<file path="config.mk">
export PLATFORM = sky130hd
export DESIGN_NAME = led_frame_sequencer_flat
export DESIGN_NICKNAME = d
export VERILOG_FILES = /design/src/rtl/led_frame_sequencer_pkg.sv /design/src/rtl/led_frame_sequencer_if.sv /design/src/rtl/led_frame_sequencer_latch_timer.sv /design/src/rtl/led_frame_sequencer.sv /design/src/flat_wrapper.sv
export SDC_FILE = /design/constraint.sdc
export NUM_CORES = 1
export LEC_CHECK = 0
export ABC_AREA = 1
export BUFFER_PORTS_ARGS = -buffer_cell sky130_fd_sc_hd__buf_2
export CAP_MARGIN = 10
export CORE_MARGIN = 4
export CORE_UTILIZATION = 48
export CTS_CLUSTER_SIZE = 14
export DETAILED_ROUTE_END_ITERATION = 8
export GPL_ROUTABILITY_DRIVEN = 1
export GPL_TIMING_DRIVEN = 0
export HOLD_SLACK_MARGIN = 0.1
export PLACE_DENSITY = 0.77
export SYNTH_ARGS = -nofsm -noshare
export SYNTH_HDL_FRONTEND = slang
export SYNTH_SLANG_ARGS = --single-unit
</file>
<file path="constraint.sdc">
create_clock -name clk -period 1.45 [get_ports clk]
set_clock_uncertainty 0.05 [all_clocks]
set_input_delay 0 -clock clk [delete_from_list [all_inputs] [get_ports clk]]
set_output_delay 0 -clock clk [all_outputs]
set_load 0.05 [all_outputs]
</file>
<file path="src/rtl/led_frame_sequencer_pkg.sv">
`default_nettype none
// ============================================================================
//  Module : led_frame_sequencer_pkg
//  Shared widths, defaults and FSM state encoding for the WS2812B sequencer.
//  Rev    : 1.0
// ============================================================================
package led_frame_sequencer_pkg;

    localparam int c_grb_w            = 24;
    localparam int c_def_latch_cycles = 6000;

    typedef enum logic [2:0] {
        ST_IDLE  = 3'd0,
        ST_FETCH = 3'd1,
        ST_WAIT  = 3'd2,
        ST_SEND  = 3'd3,
        ST_LATCH = 3'd4
    } seq_state_t;

endpackage
`default_nettype wire

</file>
<file path="src/rtl/led_frame_sequencer_if.sv">
`default_nettype none
// ============================================================================
//  Module : led_frame_sequencer_if
//  Frame RAM read port plus pixel valid/ready handshake to the bit encoder.
//  Rev    : 1.0
// ============================================================================
interface led_frame_sequencer_if #(
    parameter int ADDR_W = 8
);
    logic [ADDR_W-1:0]                          ram_addr;
    logic                                       ram_rd;
    logic [led_frame_sequencer_pkg::c_grb_w-1:0] ram_data;
    logic [led_frame_sequencer_pkg::c_grb_w-1:0] pix_data;
    logic                                       pix_valid;
    logic                                       pix_ready;

    modport master (
        output ram_addr, ram_rd, pix_data, pix_valid,
        input  ram_data, pix_ready
    );

    modport slave (
        input  ram_addr, ram_rd, pix_data, pix_valid,
        output ram_data, pix_ready
    );
endinterface
`default_nettype wire

</file>
<file path="src/rtl/led_frame_sequencer_latch_timer.sv">
`default_nettype none
// ============================================================================
//  Module : led_frame_sequencer_latch_timer
//  Load/count-down timer; o_expire is high in the last counted cycle.
//  Rev    : 1.0
// ============================================================================
module led_frame_sequencer_latch_timer #(
    parameter int CYCLES = 6000
) (
    input  wire logic clk,
    input  wire logic rst,
    input  wire logic i_load,
    output logic      o_expire
);
    localparam int               CNT_W  = $clog2(CYCLES + 1);
    localparam logic [CNT_W-1:0] c_load = CNT_W'(CYCLES);
    localparam logic [CNT_W-1:0] c_one  = CNT_W'(1);

    logic [CNT_W-1:0] r_cnt;

    always_ff @(posedge clk or posedge rst) begin
        if (rst) begin
            r_cnt <= '0;
        end else if (i_load) begin
            r_cnt <= c_load;
        end else if (r_cnt != '0) begin
            r_cnt <= r_cnt - c_one;
        end
    end

    // Loaded with N, so the owner sees N cycles before this pulse takes effect.
    assign o_expire = (r_cnt == c_one);

endmodule
`default_nettype wire

</file>
<file path="src/rtl/led_frame_sequencer.sv">
`default_nettype none
// ============================================================================
//  Module : led_frame_sequencer
//  Walks a frame of GRB words from RAM to the bit encoder, then latches.
//  Rev    : 1.0
// ============================================================================
module led_frame_sequencer
    import led_frame_sequencer_pkg::*;
#(
    parameter int NUM_LEDS     = 8,
    parameter int LATCH_CYCLES = c_def_latch_cycles,
    parameter int ADDR_W       = 8
) (
    input  wire logic             clk,
    input  wire logic             reset,
    input  wire logic             go,
    input  wire logic             stop,
    input  wire logic             clr,
    led_frame_sequencer_if.master bus,
    output logic                  latch,
    output logic                  ready2go,
    output logic                  frame_done,
    output logic [7:0]            led_index
);
    localparam logic [7:0] c_last = 8'(NUM_LEDS - 1);

    seq_state_t         r_state,      w_state_nxt;
    logic [7:0]         r_idx,        w_idx_nxt;
    logic               r_blank,      w_blank_nxt;
    logic [ADDR_W-1:0]  r_addr,       w_addr_nxt;
    logic               r_rd,         w_rd_nxt;
    logic [c_grb_w-1:0] r_pix_data,   w_pix_data_nxt;
    logic               r_pix_valid,  w_pix_valid_nxt;
    logic               r_latch,      w_latch_nxt;
    logic               r_ready2go,   w_ready2go_nxt;
    logic               r_frame_done, w_frame_done_nxt;
    logic               w_timer_load;
    logic               w_expire;

    led_frame_sequencer_latch_timer #(
        .CYCLES (LATCH_CYCLES)
    ) u_latch_timer (
        .clk      (clk),
        .rst      (reset),
        .i_load   (w_timer_load),
        .o_expire (w_expire)
    );

    always_ff @(posedge clk or posedge reset) begin
        if (reset) begin
            r_state      <= ST_IDLE;
            r_idx        <= '0;
            r_blank      <= 1'b0;
            r_addr       <= '0;
            r_rd         <= 1'b0;
            r_pix_data   <= '0;
            r_pix_valid  <= 1'b0;
            r_latch      <= 1'b0;
            r_ready2go   <= 1'b1;
            r_frame_done <= 1'b0;
        end else begin
            r_state      <= w_state_nxt;
            r_idx        <= w_idx_nxt;
            r_blank      <= w_blank_nxt;
            r_addr       <= w_addr_nxt;
            r_rd         <= w_rd_nxt;
            r_pix_data   <= w_pix_data_nxt;
            r_pix_valid  <= w_pix_valid_nxt;
            r_latch      <= w_latch_nxt;
            r_ready2go   <= w_ready2go_nxt;
            r_frame_done <= w_frame_done_nxt;
        end
    end

    always_comb begin
        w_state_nxt      = r_state;
        w_idx_nxt        = r_idx;
        w_blank_nxt      = r_blank;
        w_addr_nxt       = r_addr;
        w_rd_nxt         = 1'b0;
        w_pix_data_nxt   = r_pix_data;
        w_pix_valid_nxt  = r_pix_valid;
        w_latch_nxt      = r_latch;
        w_ready2go_nxt   = r_ready2go;
        w_frame_done_nxt = 1'b0;
        w_timer_load     = 1'b0;

        case (r_state)
            ST_IDLE: begin
                if (go) begin
                    w_blank_nxt    = clr;
                    w_idx_nxt      = '0;
                    w_addr_nxt     = '0;
                    w_rd_nxt       = 1'b1;
                    w_ready2go_nxt = 1'b0;
                    w_state_nxt    = ST_FETCH;
                end
            end
            ST_FETCH: begin
                w_state_nxt = ST_WAIT;
            end
            ST_WAIT: begin
                w_pix_data_nxt  = r_blank ? '0 : bus.ram_data;
                w_pix_valid_nxt = 1'b1;
                w_state_nxt     = ST_SEND;
            end
            ST_SEND: begin
                // stop only acts on a completed transfer so no word is cut short
                if (bus.pix_ready) begin
                    w_pix_valid_nxt = 1'b0;
                    if (stop || (r_idx == c_last)) begin
                        w_latch_nxt  = 1'b1;
                        w_timer_load = 1'b1;
                        w_state_nxt  = ST_LATCH;
                    end else begin
                        w_idx_nxt   = r_idx + 8'd1;
                        w_addr_nxt  = ADDR_W'(r_idx + 8'd1);
                        w_rd_nxt    = 1'b1;
                        w_state_nxt = ST_FETCH;
                    end
                end
            end
            ST_LATCH: begin
                if (w_expire) begin
                    w_latch_nxt      = 1'b0;
                    w_frame_done_nxt = 1'b1;
                    w_ready2go_nxt   = 1'b1;
                    w_idx_nxt        = '0;
                    w_state_nxt      = ST_IDLE;
                end
            end
            default: begin
                w_state_nxt = ST_IDLE;
            end
        endcase
    end

    assign bus.ram_addr  = r_addr;
    assign bus.ram_rd    = r_rd;
    assign bus.pix_data  = r_pix_data;
    assign bus.pix_valid = r_pix_valid;
    assign latch         = r_latch;
    assign ready2go      = r_ready2go;
    assign frame_done    = r_frame_done;
    assign led_index     = r_idx;

endmodule
`default_nettype wire

</file>
<file path="src/flat_wrapper.sv">
// flat-port wrapper written by rule: the top's interface ports become plain ports
module led_frame_sequencer_flat import led_frame_sequencer_pkg::*;
#(
    parameter int NUM_LEDS     = 8,
    parameter int LATCH_CYCLES = c_def_latch_cycles,
    parameter int ADDR_W       = 8
)
  (clk, reset, go, stop, clr, latch, ready2go, frame_done, led_index, bus_ram_addr, bus_ram_rd, bus_pix_data, bus_pix_valid, bus_ram_data, bus_pix_ready);
  led_frame_sequencer_if #(.ADDR_W(ADDR_W)) bus_i ();
  input  wire logic clk;
  input  wire logic reset;
  input  wire logic go;
  input  wire logic stop;
  input  wire logic clr;
  output logic latch;
  output logic ready2go;
  output logic frame_done;
  output logic [7:0] led_index;
  output wire logic [$bits(bus_i.ram_addr)-1:0] bus_ram_addr;
  output wire logic [$bits(bus_i.ram_rd)-1:0] bus_ram_rd;
  output wire logic [$bits(bus_i.pix_data)-1:0] bus_pix_data;
  output wire logic [$bits(bus_i.pix_valid)-1:0] bus_pix_valid;
  input wire logic [$bits(bus_i.ram_data)-1:0] bus_ram_data;
  input wire logic [$bits(bus_i.pix_ready)-1:0] bus_pix_ready;
  assign bus_ram_addr = bus_i.ram_addr;
  assign bus_ram_rd = bus_i.ram_rd;
  assign bus_pix_data = bus_i.pix_data;
  assign bus_pix_valid = bus_i.pix_valid;
  assign bus_i.ram_data = bus_ram_data;
  assign bus_i.pix_ready = bus_pix_ready;
  led_frame_sequencer #(.NUM_LEDS(NUM_LEDS), .LATCH_CYCLES(LATCH_CYCLES), .ADDR_W(ADDR_W)) u_core (.clk(clk), .reset(reset), .go(go), .stop(stop), .clr(clr), .bus(bus_i), .latch(latch), .ready2go(ready2go), .frame_done(frame_done), .led_index(led_index));
endmodule
</file>
* Yosys cells after proc, flatten, opt, wreduce, memory -nomap -nowiden *
Cells that the tools add are included.

storage, ports and cells
  output and inout port bits = 45
  register bits = 62
  logic and storage cells = 72
  input port bits = 30

cells by class
  reduce and logical (&&, ||, !) cells = 16
  add/subtract/negate cells = 2
  multiplexer cells = 32
  equal/unequal tests = 11

operators by type and width
  operator                 count
  $mux W8                  4
  $mux W13                 2
  $mux W24                 1
  $pmux W8 S3              1
  $pmux W8 S2              1
  $pmux W3 S5              1
  $mux W1                  14
  $eq A13 B1 Y1 const B    1
  $reduce_bool A13 Y1      1
  $sub A13 B1 Y13 const B  1
  $mux W3                  4
  $reduce_bool A2 Y1       5
  $add A8 B1 Y8 const B    1
  $eq A8 B3 Y1 const B     1
  $ne A2 B2 Y1 const B     4
  $pmux W1 S2              4
  $reduce_and A4 Y1        2
  $eq A3 B2 Y1 const B     2
  $reduce_and A3 Y1        2
  $reduce_and A5 Y1        1
  $reduce_and A2 Y1        2
  $eq A3 B1 Y1 const B     1
  $eq A3 B3 Y1 const B     1
  $logic_not A3 Y1         1
  other kinds (3)          3

* Logic depth before layout (Yosys ltp) *
  depth after elaboration = 6
  gate-level depth with buffers = 9
  mapped depth without buffers = 9

* Modules after synthesis *
Synthesis repeated with hierarchy kept, for this count alone.

second synthesis, totals
  cell total of the unflattened synthesis = 373
  area, all modules = 3,040.4 um2

by module, submodules not included
  module                           area each (um2)  instances  cells an instance
  led_frame_sequencer              2,154.6          1          260
  led_frame_sequencer_latch_timer  885.8            1          113

* Least setup slack after synthesis *
Ideal clock, no wire load.

  path kind = reg2reg
  start point = register u_core.r_idx[0], in the netlist u_core.led_index[0]
  end point = register u_core.u_latch_timer.r_cnt[0]
  clock period less this slack = 1,865 ps
  slack = -415 ps
  buffers on the path = 1
  cell stages (with the launch flop) = 10
  data arrival time = 1,698 ps
  cells stage by stage = dfrtp_1 -> ha_1 -> nand2_1 -> nor2_1 -> nand2_1 -> nand2_2 -> nand3_1 -> buf_4 -> nand3_1 -> nand2_1

between the ends
  longest elaborated chain between the ends = 6
  elaborated cells between the ends (all ways) = 7
  classes of those cells = eq/ne (1); mux (4); reduce/logical (2)

RTL lines
  element                                         line                                   source
  from (decl)                                     led_frame_sequencer.sv:28              logic [7:0] r_idx, w_idx_nxt;
  from (signal assigned)                          led_frame_sequencer.sv:63              r_idx <= w_idx_nxt;
  $eq A8 B3 Y1 (*)                                led_frame_sequencer.sv:111             if (stop || (r_idx == c_last)) begin
  $logic_or A1 B1 Y1 (*)                          led_frame_sequencer.sv:111
  $mux W1 (*)                                     led_frame_sequencer.sv:111
  $mux W1 (*)                                     led_frame_sequencer.sv:109             if (bus.pix_ready) begin
  $mux W1 (*)                                     led_frame_sequencer.sv:88              case (r_state)
  $mux W13 or $reduce_bool A2 Y1 (tied branches)  -
  to (signal assigned)                            led_frame_sequencer_latch_timer.sv:25  r_cnt <= c_load;
  to (signal assigned)                            led_frame_sequencer_latch_timer.sv:27  r_cnt <= r_cnt - c_one;
  to (decl)                                       led_frame_sequencer_latch_timer.sv:19  logic [CNT_W-1:0] r_cnt;

Every way passes the cells marked *; elsewhere a longest branch is shown, timed or not.
A chain may end at the register's enable or synchronous reset.

* Final worst setup path *
  start point = register u_core.r_idx[1], in the netlist u_core.led_index[1]
  end point = register u_core.r_idx[4], in the netlist u_core.led_index[4]

between the ends
  longest elaborated chain between the ends = 4
  elaborated cells between the ends (all ways) = 8
  classes of those cells = add/sub (1); eq/ne (2); mux (3); reduce/logical (2)

RTL lines
  element                                           line
  $add A8 B1 Y8 or $eq A8 B3 Y1 (tied branches)     led_frame_sequencer.sv:116, led_frame_sequencer.sv:111
  $mux W8 or $logic_or A1 B1 Y1 (tied branches)     led_frame_sequencer.sv:111
  $mux W8 or $ne A2 B2 Y1 (tied branches)           -
  $pmux W8 S3 or $reduce_and A5 Y1 (tied branches)  -

Several ways; a longest one is shown, not always the timed one. The select of a mux whose other input is x is not followed.

==> flow_summary.json <==
{
  "status": "finished, violations left",
  "power.density_nw_per_um2": 1800,
  "worstSkewPairLatency_ns": 0.35,
  "ys_types": 30,
  "relSlewSlack_pct": 56.7,
  "syn_inst": 357,
  "die_w_um": 86.3,
  "first_pass_iters": 5,
  "cp_data_required_time_ns": 1.67,
  "multiInputGateArea_um2": 1440,
  "hold_slack_ns": 0.164,
  "routed_via_density": 5.16,
  "synth_area_leaders": "dfrtp_1, nand2_1, o21ai_0, inv_1, nor2_1",
  "track_usage_pct": 22.2,
  "io_pins": 75,
  "cts_buffers": 9,
  "grt_max_degree": 35,
  "crit_type": "reg -> reg",
  "cp_slowest_cell": "dfrtp_2",
  "cp.buffers_inverters": 1,
  "grt_pass1_wl_um": 12900,
  "fill_cells": 388,
  "n_antenna_cell": 0,
  "setup_tns_ns": -1.69,
  "yosys.area.top_type_share_pct": 51.8,
  "final-seq-area_um2": 1570,
  "wirelength_um": 8950,
  "place.gp.congestion": 0.831,
  "wl_per_cell_um": 15.3,
  "tightest_slew_ns": 0.649,
  "critical_path.max_stage_delay_ns": 0.43,
  "num_vias": 3007,
  "crit_fanout": 4,
  "ant_nets": 0,
  "worstReg2RegEnd": "u_core.led_index[4]",
  "hp-class": "in -> reg",
  "crit_chain": "ha_4 -> nand2_2 -> nor2_2 -> nand2_2 -> nand2_4 -> o21ai_4 -> buf_6 -> nand2_1 -> nand2_1",
  "synth_fp_nets": 391,
  "place.detailed.hpwl_um": 4950,
  "syn_to_final_growth_pct": 50.5,
  "rr_startpoint": "u_core.led_index[1]",
  "r2r_cells": 9,
  "grt_antenna_before_repair": 0,
  "violations": "negative setup slack",
  "clk_path_buf_depth": 2,
  "fmax_mhz": 637,
  "clk_pin_slew_ns": 0.06,
  "crit_family": "simple AND/OR/NAND/NOR gates",
  "postSynthAreaPerCell_um2": 8.25,
  "max-vdd-ir-drop_mv": 1.08,
  "core_um2": 5920,
  "layout-drive-gt1-share_pct": 40.4,
  "synth-warning-count": 0,
  "cp-start-kind": "flop",
  "hold_viol": 0,
  "start_util_pct": 49.7,
  "period_needed_ns": 1.57,
  "h-tree-depth": 3,
  "nNetsFinal": 537,
  "reg2reg_slack_ns": -0.12,
  "root_buffer": "clkbuf_8",
  "slew_viol_final": 0,
  "post-place-ws_ns": -0.228,
  "arrival_ns": 1.79,
  "cp.depth": 9,
  "ys_seq_area_share_pct": 52.7,
  "cp-endpoint": "u_core.led_index[4]",
  "max_cap_violations": 0,
  "io_buffers": 74,
  "rsz0062_at_grt": "yes",
  "dieArea_um2": 7450,
  "fin_total_pwr_mw": 7.99,
  "setup_viol": 23,
  "first_global_vias": 2684,
  "fin_crit_sh_pct": 108,
  "cp-end-kind": "flop",
  "tritoncts": "yes",
  "synth_seq_cells": 62,
  "die_h_um": 86.3,
  "clkSinkCount": 62,
  "cp-startpoint": "u_core.led_index[1]",
  "synth.largest_area_cell": "dfrtp_1",
  "worst_slack_ns": -0.119,
  "drcViolationCount": 0,
  "rows": 28,
  "p_leak_nw": 2.24,
  "drt_iter0_drc": 232,
  "syn-cell-area_um2": 2940,
  "grt.overflow.total": 0
}
[power by group]
| group | total [mW] | internal [mW] | leakage [nW] | switching (mW) |
|---|---|---|---|---|
| Combinational | 3.84 | 1.22 | 1.36 | 2.61 |
| Clock | 1.62 | 0.960 | 0.107 | 0.658 |
| Sequential | 2.54 | 2.17 | 0.773 | 0.364 |
| Total | 7.99 | 4.36 | 2.24 | 3.64 |
[sequential cells by signal, indices dropped and copies added, names as in the netlist]
name                        cells
u_core.bus.pix_data            24
u_core.u_latch_timer.r_cnt     13
u_core.bus.ram_addr             8
u_core.led_index                8
u_core.r_state                  3
u_core.bus.pix_valid            1
u_core.bus.ram_rd               1
u_core.frame_done               1
u_core.latch                    1
u_core.r_blank                  1
u_core.ready2go                 1
[cell usage in the layout (no fill, tap or decap), types with 2 or more instances in the layout]
cell type and count:
a21oi_1 8, a21oi_4 2, buf_2 75, buf_4 29
buf_6 7, bufinv_16 2, clkbuf_1 5, clkbuf_8 9
clkinv_2 3, dfrtp_1 51, dfrtp_2 10, dlygate4sd3_1 28
ha_4 4, inv_1 28, inv_2 6, nand2_1 106
nand2_2 12, nand2_4 5, nand3_1 14, nand3_2 3
nand3b_1 2, nand4_1 3, nor2_1 17, nor2_2 10
nor2_4 7, nor3_1 2, nor3_2 3, o21ai_0 29
o21ai_1 6, o21ai_2 5, or2_2 3, xor2_1 2
[cell usage after synthesis]
cell / number
a21oi_2: 3
nor3b_1: 1
a21oi_1: 8
nor2_8: 1
inv_2: 2
nand4_1: 3
dfrtp_1: 61
o211ai_1: 1
buf_2: 2
nor2_1: 30
nand2_2: 3
o21ai_0: 39
nand3b_1: 2
nand2_1: 118
buf_4: 2
dfstp_2: 1
nor2_4: 1
clkbuf_1: 4
nand2_4: 2
inv_1: 34
nor3_1: 5
o21ai_2: 1
xor2_1: 2
nor2_2: 3
buf_6: 1
nand3_1: 18
o21ai_4: 1
nand4_4: 1
ha_1: 4
or2_2: 3
[final cells by class]
type | count | area share [%]
Tap cell | 75 | 2.12
Clock inverter | 5 | 1.69
Inverter | 36 | 3.19
Clock buffer | 11 | 2.97
Sequential cell | 62 | 35.3
Buffer | 9 | 1.33
Multi-Input combinational cell | 250 | 32.4
Timing Repair Buffer | 135 | 21.0
[worst reg2reg max path, cell delays in order (launching register included)]
cell and delay (ns):
dfrtp_2 0.43, ha_4 0.17, nand2_2 0.07, nor2_2 0.04, nand2_2 0.10, nand2_4 0.08, o21ai_4 0.24, buf_6 0.14
nand2_1 0.07, nand2_1 0.10
[cell families after synthesis]
family | synth area share [%]
xor gates and xnor gates | 0.595
buffers and inverters | 6.33
AOI/OAI and AO/OA | 9.99
DFF | 52.7
and+or+nand+nor | 28.6
adders and majority gates | 1.70
[metal layers]
metal / GRT usage (%) / wire [um] / vias up
met4: 8.78 / 190 / 0
li1: - / - / 1425
met1: 27.0 / 3530 / 1423
met3: 3.80 / 600 / 19
met5: 0 / 0 / -
met2: 39.2 / 4630 / 140
[worst min-delay path by stage]
stage	from	end	cells after the start
6_report	stop	u_core.latch	5
5_1_grt	stop	u_core.latch	5
3_3_place_gp	clr	u_core.r_blank	3
4_1_cts	stop	u_core.r_state[0]	6
3_5_place_dp	reset	u_core.bus.pix_data[13]	2
2_1_floorplan	reset	u_core.bus.pix_data[0]	1
[metrics by stage]
step,util [%],instances,cell area [um^2]
2_1_floorplan,-,357,2990
3_3_place_gp,58.3,506,3450
3_5_place_dp,58.7,507,3470
4_1_cts,70.1,568,4150
5_1_grt,74.8,583,4430
6_report,74.8,583,4430
[what timing repair did]
action	in CTS	in global routing
pin swaps	7	16
hold buffers	28	0
gates resized for setup	27	53
endpoints found under the hold margin	66	0
endpoints found under the setup margin	40	42
setup buffers	15	15
gates cloned	2	0
Note: power is estimated with default switching activity, not from simulation.
